**src/rtl/mem_rd_pkg.sv**
```systemverilog
// rtl/mem_rd_pkg.sv - shared state encoding and size-mask helper for the read aligner
//
// Purpose: FSM state type for mem_rd_align_unit and a byte-enable helper that
//          turns an effective access size into a low-justified byte mask.
// Ports:   none (package)
package mem_rd_pkg;

  typedef enum logic [2:0] {
    ST_IDLE    = 3'd0,
    ST_ACC1    = 3'd1,
    ST_ACC2    = 3'd2,
    ST_IO_WAIT = 3'd3,
    ST_DONE    = 3'd4
  } state_t;

  // Widest output the mask helper supports; callers truncate to their own width.
  localparam int MAX_MASK_BYTES = 64;

  // Bit i set when byte i lies inside an access of size_eff bytes.
  function automatic logic [MAX_MASK_BYTES-1:0] size_mask(input int size_eff);
    logic [MAX_MASK_BYTES-1:0] m;
    for (int i = 0; i < MAX_MASK_BYTES; i++) begin
      m[i] = (i < size_eff);
    end
    return m;
  endfunction

endpackage

```
**src/rtl/byte_rotate_right.sv**
```systemverilog
// rtl/byte_rotate_right.sv - byte-granular right rotation of a line
//
// Purpose: out byte i = in byte (shift + i) mod NUM_BYTES. Only the low
//          OUT_BYTES bytes of the rotated line are produced.
// Ports:   data_in  [NUM_BYTES*8]  line to rotate
//          shift    [SHIFT_W]      rotation amount in bytes
//          data_out [OUT_BYTES*8]  low bytes of the rotated line
module byte_rotate_right #(
  parameter int NUM_BYTES = 16,
  parameter int OUT_BYTES = NUM_BYTES,
  localparam int SHIFT_W = $clog2(NUM_BYTES)
) (
  input  logic [NUM_BYTES*8-1:0] data_in,
  input  logic [SHIFT_W-1:0]     shift,
  output logic [OUT_BYTES*8-1:0] data_out
);

  always_comb begin
    data_out = '0;
    for (int i = 0; i < OUT_BYTES; i++) begin
      // NUM_BYTES is a power of two, so the modulo is a plain wrap of the index.
      data_out[i*8 +: 8] = data_in[((int'(shift) + i) % NUM_BYTES)*8 +: 8];
    end
  end

endmodule

```
**src/rtl/mem_rd_align_unit.sv**
```systemverilog
// rtl/mem_rd_align_unit.sv - load data aligner between dcache/IO read ports and operand path
//
// Purpose: accepts one load request, rotates the returned dcache line by the
//          request offset, merges a second line when the access crosses a line
//          boundary, zero-extends beyond the access size (or takes IO data) and
//          holds the result under a valid/ready handshake.
// Ports:   clk, rst                  clock, synchronous active-high reset
//          req_valid/req_ready       request handshake; ready only in IDLE
//          req_offset/size/is_io     request fields, latched on acceptance
//          dc_rd_data, dc_hit        dcache line and its strobe
//          io_rd_data, io_ack        IO read data and its strobe
//          split                     current request spans two lines
//          out_valid/ready/data      aligned result handshake
module mem_rd_align_unit
  import mem_rd_pkg::*;
#(
  parameter int LINE_BYTES = 16,
  parameter int DATA_BYTES = 8,
  parameter int IO_W       = 32,
  localparam int OFF_W     = $clog2(LINE_BYTES),
  localparam int SZ_W      = $clog2(DATA_BYTES) + 1
) (
  input  logic                    clk,
  input  logic                    rst,
  input  logic                    req_valid,
  output logic                    req_ready,
  input  logic [OFF_W-1:0]        req_offset,
  input  logic [SZ_W-1:0]         req_size,
  input  logic                    req_is_io,
  input  logic [LINE_BYTES*8-1:0] dc_rd_data,
  input  logic                    dc_hit,
  input  logic [IO_W-1:0]         io_rd_data,
  input  logic                    io_ack,
  output logic                    split,
  output logic                    out_valid,
  input  logic                    out_ready,
  output logic [DATA_BYTES*8-1:0] out_data
);

  localparam int DATA_W = DATA_BYTES * 8;

  state_t             state;
  logic [OFF_W-1:0]   off_q;
  logic [SZ_W-1:0]    size_q;
  logic               split_q;
  logic [DATA_W-1:0]  hold_q;
  logic [DATA_W-1:0]  out_data_q;

  logic [SZ_W-1:0]    req_size_eff;
  logic               req_split;
  logic [DATA_BYTES-1:0] byte_en;
  logic [DATA_W-1:0]  keep_mask;
  logic [DATA_W-1:0]  rot_data;
  logic [DATA_W-1:0]  merged;
  logic [DATA_W-1:0]  io_ext;

  // Rotation always uses the latched offset: both line reads of a split access
  // rotate by the same amount, so the merge is a per-byte select.
  byte_rotate_right #(
    .NUM_BYTES (LINE_BYTES),
    .OUT_BYTES (DATA_BYTES)
  ) u_rot (
    .data_in  (dc_rd_data),
    .shift    (off_q),
    .data_out (rot_data)
  );

  always_comb begin
    req_size_eff = (req_size == '0) ? SZ_W'(DATA_BYTES) : req_size;
    req_split    = (int'(req_offset) + int'(req_size_eff)) > LINE_BYTES;

    byte_en   = DATA_BYTES'(size_mask(int'(size_q)));
    keep_mask = '0;
    merged    = '0;
    for (int i = 0; i < DATA_BYTES; i++) begin
      keep_mask[i*8 +: 8] = {8{byte_en[i]}};
      // Bytes before the line boundary came from the first line read.
      merged[i*8 +: 8] = (i < LINE_BYTES - int'(off_q)) ? hold_q[i*8 +: 8]
                                                         : rot_data[i*8 +: 8];
    end

    io_ext = DATA_W'(io_rd_data);
  end

  always_ff @(posedge clk) begin
    if (rst) begin
      state      <= ST_IDLE;
      off_q      <= '0;
      size_q     <= '0;
      split_q    <= 1'b0;
      hold_q     <= '0;
      out_data_q <= '0;
    end else begin
      case (state)
        ST_IDLE: begin
          if (req_valid) begin
            off_q   <= req_offset;
            size_q  <= req_size_eff;
            // IO accesses never touch the line path, so they never split.
            split_q <= req_split && !req_is_io;
            state   <= req_is_io ? ST_IO_WAIT : ST_ACC1;
          end
        end
        ST_ACC1: begin
          if (dc_hit) begin
            if (split_q) begin
              hold_q <= rot_data;
              state  <= ST_ACC2;
            end else begin
              out_data_q <= rot_data & keep_mask;
              state      <= ST_DONE;
            end
          end
        end
        ST_ACC2: begin
          if (dc_hit) begin
            out_data_q <= merged & keep_mask;
            state      <= ST_DONE;
          end
        end
        ST_IO_WAIT: begin
          if (io_ack) begin
            out_data_q <= io_ext & keep_mask;
            state      <= ST_DONE;
          end
        end
        ST_DONE: begin
          if (out_ready) begin
            split_q <= 1'b0;
            state   <= ST_IDLE;
          end
        end
        default: begin
          state <= ST_IDLE;
        end
      endcase
    end
  end

  assign req_ready = (state == ST_IDLE);
  assign out_valid = (state == ST_DONE);
  assign split     = split_q;
  assign out_data  = out_data_q;

endmodule
```
**config.mk**
```make
export PLATFORM = sky130hd
export DESIGN_NAME = mem_rd_align_unit
export DESIGN_NICKNAME = d
export VERILOG_FILES = /design/src/rtl/mem_rd_pkg.sv /design/src/rtl/byte_rotate_right.sv /design/src/rtl/mem_rd_align_unit.sv
export SDC_FILE = /design/constraint.sdc
export NUM_CORES = 1
export LEC_CHECK = 0
export CAP_MARGIN = 20
export CORE_MARGIN = 2
export CORE_UTILIZATION = 35
export CTS_CLUSTER_SIZE = 12
export DETAILED_ROUTE_END_ITERATION = 6
export DONT_BUFFER_PORTS = 1
export PLACE_DENSITY = 0.48
export SETUP_SLACK_MARGIN = 0.02
export SYNTH_ARGS = -nofsm -noshare
export SYNTH_HDL_FRONTEND = slang
export SYNTH_SLANG_ARGS = --single-unit
```
**constraint.sdc**
```tcl
create_clock -name clk -period 5.85 [get_ports clk]
set_input_delay 0.585 -clock clk [delete_from_list [all_inputs] [get_ports clk]]
set_output_delay 0.585 -clock clk [all_outputs]
set_load 0.02 [all_outputs]
```
==> flow_metrics.env, run 1 <==
export IMPL_crit_path_start_kind="flop"
export IMPL_fillers=3045
export IMPL_max_cap_violations=0
export IMPL_layout_drive_gt1_share_pct=26.5
export IMPL_cts_setup_buffers=0
export IMPL_vdd_drop_max_v=0.000166
export IMPL_yosysSeqAreaShare_pct=25.1
export IMPL_share_seq_of_total_power_pct=30.0
export IMPL_grt_max_degree=68
export IMPL_fmax_ghz=0.272
export IMPL_place_hpwl_um=32900
export IMPL_synth_ff_type="dfxtp_1"
export IMPL_diodes=0
export IMPL_start_util_pct=35.5
export IMPL_route_detailed_drc=0
export IMPL_routed_wl_um=43700
export IMPL_cts_sinks=140
export IMPL_chipWidth_um=183
export IMPL_fin_crit_sh_pct=62.7
export IMPL_cts_root_buf="clkbuf_16"
export IMPL_arrival_ns=3.98
export IMPL_synth_async_reset_ratio_pct=0
export IMPL_slew_headroom_pct=23.8
export IMPL_hold_violations=0
export IMPL_cts_tree="yes"
export IMPL_worst_path_buf_inv=0
export IMPL_setup_violations=0
export IMPL_crit_fanout=26
export IMPL_required_ns=6.16
export IMPL_final_cell_mix="mux4_2 (168), dfxtp_1 (138), nand2_1 (93)"
export IMPL_worst_pin_slew_ns=1.14
export IMPL_power_share_combinational_pct=37.2
export IMPL_p_leak_uw=0.00393
export IMPL_die_area_um2=33400
export IMPL_gp_congestion=0.899
export IMPL_clk_pin_slew_ns=0.07
export IMPL_ios=242
export IMPL_die_y_um=183
export IMPL_fin_skew_ns=0.0163
export IMPL_rsz0062_at_grt="no"
export IMPL_swShare_pct=38.1
export IMPL_yosysWarnings=0
export IMPL_ant_nets=0
export IMPL_yosysUniqueCellTypes=58
export IMPL_drt_iter0_drc=1042
export IMPL_period_needed_ns=3.67
export IMPL_core_region_area_um2=31500
export IMPL_critical_path_class="reg2reg"
export IMPL_postCtsHoldBufs=0
export IMPL_synth_nets=1213
export IMPL_max_stage_delay_ns=1.05
export IMPL_total_power_uw=3520
export IMPL_cts_resized=0
export IMPL_vias=9542
export IMPL_crit_chain="and2b_1, nand2b_1, a31oi_1, nor4_1, a211o_1"
export IMPL_cp_top_family="simple AND/OR/NAND/NOR gates"
export IMPL_vias_per_cell=6.96
export IMPL_synth_edf_count=0
export IMPL_antenna_found_initial=1
export IMPL_layout_commonest_cell="mux4_2"
export IMPL_setup_total_negative_slack_ns=0
export IMPL_synth_seq_cells=140
export IMPL_grt_usage_pct=26.2
export IMPL_syn_avg_cell_area_um2=10.9
export IMPL_endpoint_kind="flop"
export IMPL_dp_slack_ns=2.04
export IMPL_rows=65
export IMPL_finalWorstSetupSlack_ns=2.18
export IMPL_grt_pass1_vias=9148
export IMPL_power_density_nw_per_um2=293
export IMPL_cts_max_level=4
export IMPL_mappedNetlistArea_um2=11200
export IMPL_final_nets=1146
export IMPL_grt_overflow=0
export IMPL_hold_class="in2reg"
export IMPL_slowest_stage="a31oi_1"
export IMPL_wire_per_inst_um=31.9
export IMPL_status="finished, final reports clean"
export IMPL_clockBufferDepth=2
export IMPL_final_util_pct=38.2
export IMPL_p_switching_uw=1340
export IMPL_clk_latency_ns=0.43
export IMPL_drv_slew=0
export IMPL_grt_pass1_wl_um=64700
export IMPL_io_buffers=0
export IMPL_area_delta_synth_final_pct=7.48
export IMPL_netlist_instances=1023
export IMPL_p_int_uw=2180
export IMPL_clkPwrFrac_pct=32.8
export IMPL_drtPass1Iterations=7
export IMPL_numCtsBuffers=17
-- power by group through the flow --
stage	registers, µW	logic [µW]	clock network, µW
after global placement	1080	1280	0
after global routing	1060	1380	1220
after floorplan	1040	934	0
after CTS	1060	1290	1170
final	1060	1310	1150
after detailed placement	1080	1280	0
-- layout make-up --
cell class              instances  area, µm²  share of cell area, %
multi-input cells             752       7850                   65.3
flip-flops and latches        140       2810                   23.4
well taps                     402        503                   4.18
clock buffers                  18        429                   3.57
clock inverters                14        178                   1.48
repair buffers                 21        165                   1.37
inverters                      24       90.1                  0.749
-- metal layers --
metal	wire length, µm	track usage (%)	vias up
met5	0	0	-
li1	-	-	4053
met2	19800	39.8	543
met1	18100	35.7	4899
met4	795	6.05	0
met3	5080	9.79	47
-- cells in the mapped netlist, types with 17 or more instances --
cell type | n | area (µm²)
mux2i_1 | 26 | 260
nor2_1 | 29 | 109
inv_1 | 21 | 78.8
o21ai_0 | 50 | 250
nand3_1 | 24 | 120
o211ai_1 | 24 | 180
a21oi_1 | 19 | 95.1
mux4_2 | 168 | 3780
clkbuf_1 | 51 | 191
a21o_1 | 20 | 150
o21ai_1 | 20 | 100
nand2_1 | 93 | 349
a22o_1 | 56 | 490
nor4_1 | 17 | 106
dfxtp_1 | 140 | 2800
buf_2 | 35 | 175
o2111ai_1 | 32 | 280
nor3_1 | 22 | 110
-- cells by family after synthesis --
kind of cell / synth area share (%)
compound gates: 19.8
simple gates: 8.89
mux: 37.9
flops: 25.1
buf+inv: 5.26
fa+ha+maj: 1.74
xor+xnor: 1.34
-- registers in the layout (all words and copies together), names as in the netlist --
signal	flops
off_q	4
state	3
out_data	64
hold_q	64
split	1
size_q	4
-- worst paths after layout --
kind / depth (start not counted) / from / slack (ns) / endpoint
setup reg to reg: 5 / state[1] / 2.18 / out_data[2]
hold reg to reg: 2 / hold_q[2] / 0.45 / hold_q[2]
hold / removal: 1 / rst / 0.25 / split
setup / recovery: 5 / state[1] / 2.18 / out_data[2]
-- stage by stage --
step / std cells / hold slack (ns) / instance area [µm²]
CTS: 1370 / 0.213 / 12000
floorplan: 1023 / 0.420 / 11200
global route: 1371 / 0.230 / 12000
global placement: 1338 / 0.428 / 11400
detailed placement: 1338 / 0.437 / 11400
finish: 1371 / 0.254 / 12000
Note: power is estimated with default switching activity, not from simulation.
==> inputs of run 2 (changes only) <==
==> constraint.sdc (replaced) <==
create_clock -name clk -period 3.4 [get_ports clk]
set_input_delay 0.34 -clock clk [delete_from_list [all_inputs] [get_ports clk]]
set_output_delay 0.34 -clock clk [all_outputs]
set_load 0.02 [all_outputs]
==> flow_metrics.env, run 2 (synthesis gave the netlist of run 1 again) <==
export IMPL_worst_pin_slew_ns=1.07
export IMPL_vias=9691
export IMPL_layout_drive_gt1_share_pct=28.1
export IMPL_setup_violations=0
export IMPL_fin_crit_sh_pct=87.2
export IMPL_fmax_ghz=0.337
export IMPL_crit_path_start_kind="flop"
export IMPL_power_density_nw_per_um2=491
export IMPL_rows=65
export IMPL_power_share_combinational_pct=38.9
export IMPL_numCtsBuffers=17
export IMPL_required_ns=3.72
export IMPL_grt_max_degree=58
export IMPL_drt_iter0_drc=904
export IMPL_final_nets=1169
export IMPL_cts_max_level=4
export IMPL_grt_pass1_wl_um=64900
export IMPL_p_switching_uw=2280
export IMPL_swShare_pct=38.1
export IMPL_wire_per_inst_um=31.9
export IMPL_placed_cells=1361
export IMPL_ant_nets=0
export IMPL_ios=242
export IMPL_clockBufferDepth=2
export IMPL_clk_latency_ns=0.44
export IMPL_grt_overflow=0
export IMPL_die_y_um=183
export IMPL_core_region_area_um2=31500
export IMPL_grt_usage_pct=26.6
export IMPL_layout_commonest_cell="mux4_2"
export IMPL_antenna_found_initial=1
export IMPL_die_area_um2=33400
export IMPL_cts_setup_buffers=0
export IMPL_final_cell_mix="mux4_2 (168), dfxtp_1 (138), nand2_1 (93)"
export IMPL_fin_skew_ns=0.0175
export IMPL_vdd_drop_max_v=0.000301
export IMPL_critical_path_class="reg2reg"
export IMPL_whs_endpoint="size_q[1]"
export IMPL_hold_violations=0
export IMPL_io_buffers=0
export IMPL_p_leak_uw=0.00402
export IMPL_place_hpwl_um=34000
export IMPL_rsz0062_at_grt="no"
export IMPL_routed_wl_um=44500
export IMPL_vias_per_cell=6.95
export IMPL_diodes=0
export IMPL_start_util_pct=35.5
export IMPL_cts_tree="yes"
export IMPL_share_seq_of_total_power_pct=29.7
export IMPL_clk_pin_slew_ns=0.07
export IMPL_endpoint_kind="flop"
export IMPL_rr_startpoint="off_q[0]"
export IMPL_grt_pass1_vias=9196
export IMPL_setup_total_negative_slack_ns=0
export IMPL_crit_fanout=48
export IMPL_chipWidth_um=183
export IMPL_hold_class="in2reg"
export IMPL_drtPass1Iterations=5
export IMPL_hp_start="req_size[1]"
export IMPL_reg2reg_slack_ns=0.43
export IMPL_status="finished, final reports clean"
export IMPL_reg2regPathDepth=6
export IMPL_p_int_uw=3700
export IMPL_cts_sinks=140
export IMPL_cts_root_buf="clkbuf_16"
export IMPL_stdcell_count=1394
export IMPL_max_cap_violations=0
export IMPL_fillers=3022
export IMPL_route_detailed_drc=0
export IMPL_hold_depth=2
export IMPL_drv_slew=0
export IMPL_slew_headroom_pct=28.0
export IMPL_reg2reg_to="out_data[2]"
export IMPL_clkPwrFrac_pct=31.4
export IMPL_period_needed_ns=2.97
export IMPL_gp_congestion=0.881
export IMPL_arrival_ns=3.28
export IMPL_area_delta_synth_final_pct=8.75
-- run 2: stage by stage --
step	total power [µW]	setup WS (ns)	util [%]	area (µm²)	hold WS, ns
after floorplan	3390	0.152	-	11200	0.420
after global placement	4100	0.518	36.8	11600	0.423
after detailed placement	4100	0.499	36.8	11600	0.426
after CTS	5970	0.483	38.6	12200	0.0268
after global routing	6200	0.308	38.6	12200	0.0428
final	5980	0.435	38.6	12200	0.0436
-- run 2: how the worst max path moves through the flow --
stage / startpoint / end / depth (start not counted)
4_1_cts: off_q[0] / out_data[4] / 6
6_report: off_q[0] / out_data[2] / 6
3_3_place_gp: off_q[0] / out_data[2] / 6
2_1_floorplan: off_q[1] / hold_q[46] / 9
5_1_grt: off_q[0] / out_data[4] / 6
3_5_place_dp: off_q[0] / out_data[5] / 6
-- run 2: layout make-up --
class	instances	area [µm²]	share of cell area, %
multi-input cells	752	7840	64.5
clock buffers	17	425	3.50
repair buffers	44	345	2.84
clock inverters	15	150	1.23
well taps	402	503	4.13
flip-flops and latches	140	2810	23.1
inverters	24	90.1	0.741
-- run 2: critical path, stage by stage, from the launching register on --
cell and delay, ns:
dfxtp_4 0.36, buf_4 0.60, mux4_2 0.63, a22o_1 0.21, a221oi_1 0.58, nor4_1 0.13
a211o_1 0.31
-- run 2: power groups by stage --
stage | combinational [µW] | clock [µW] | sequential [µW]
after global routing | 2450 | 1970 | 1780
after detailed placement | 2290 | 0 | 1810
after floorplan | 1610 | 0 | 1790
final | 2330 | 1880 | 1780
after global placement | 2280 | 0 | 1810
after CTS | 2300 | 1890 | 1780
-- run 2: timing repair --
action / 4_1_cts / 5_1_grt
resized for setup: 0 / 0
hold buffers: 1 / 0
hold endpoints to repair: 12 / 0
-- run 2: routing by layer --
metal  up-vias  track usage [%]  wire length (µm)
li1       4110                -                 -
met1      4929             35.7             17900
met2       602             40.1             20000
met3        50             10.0              5630
met4         0             7.58              1010
met5         -                0                 0
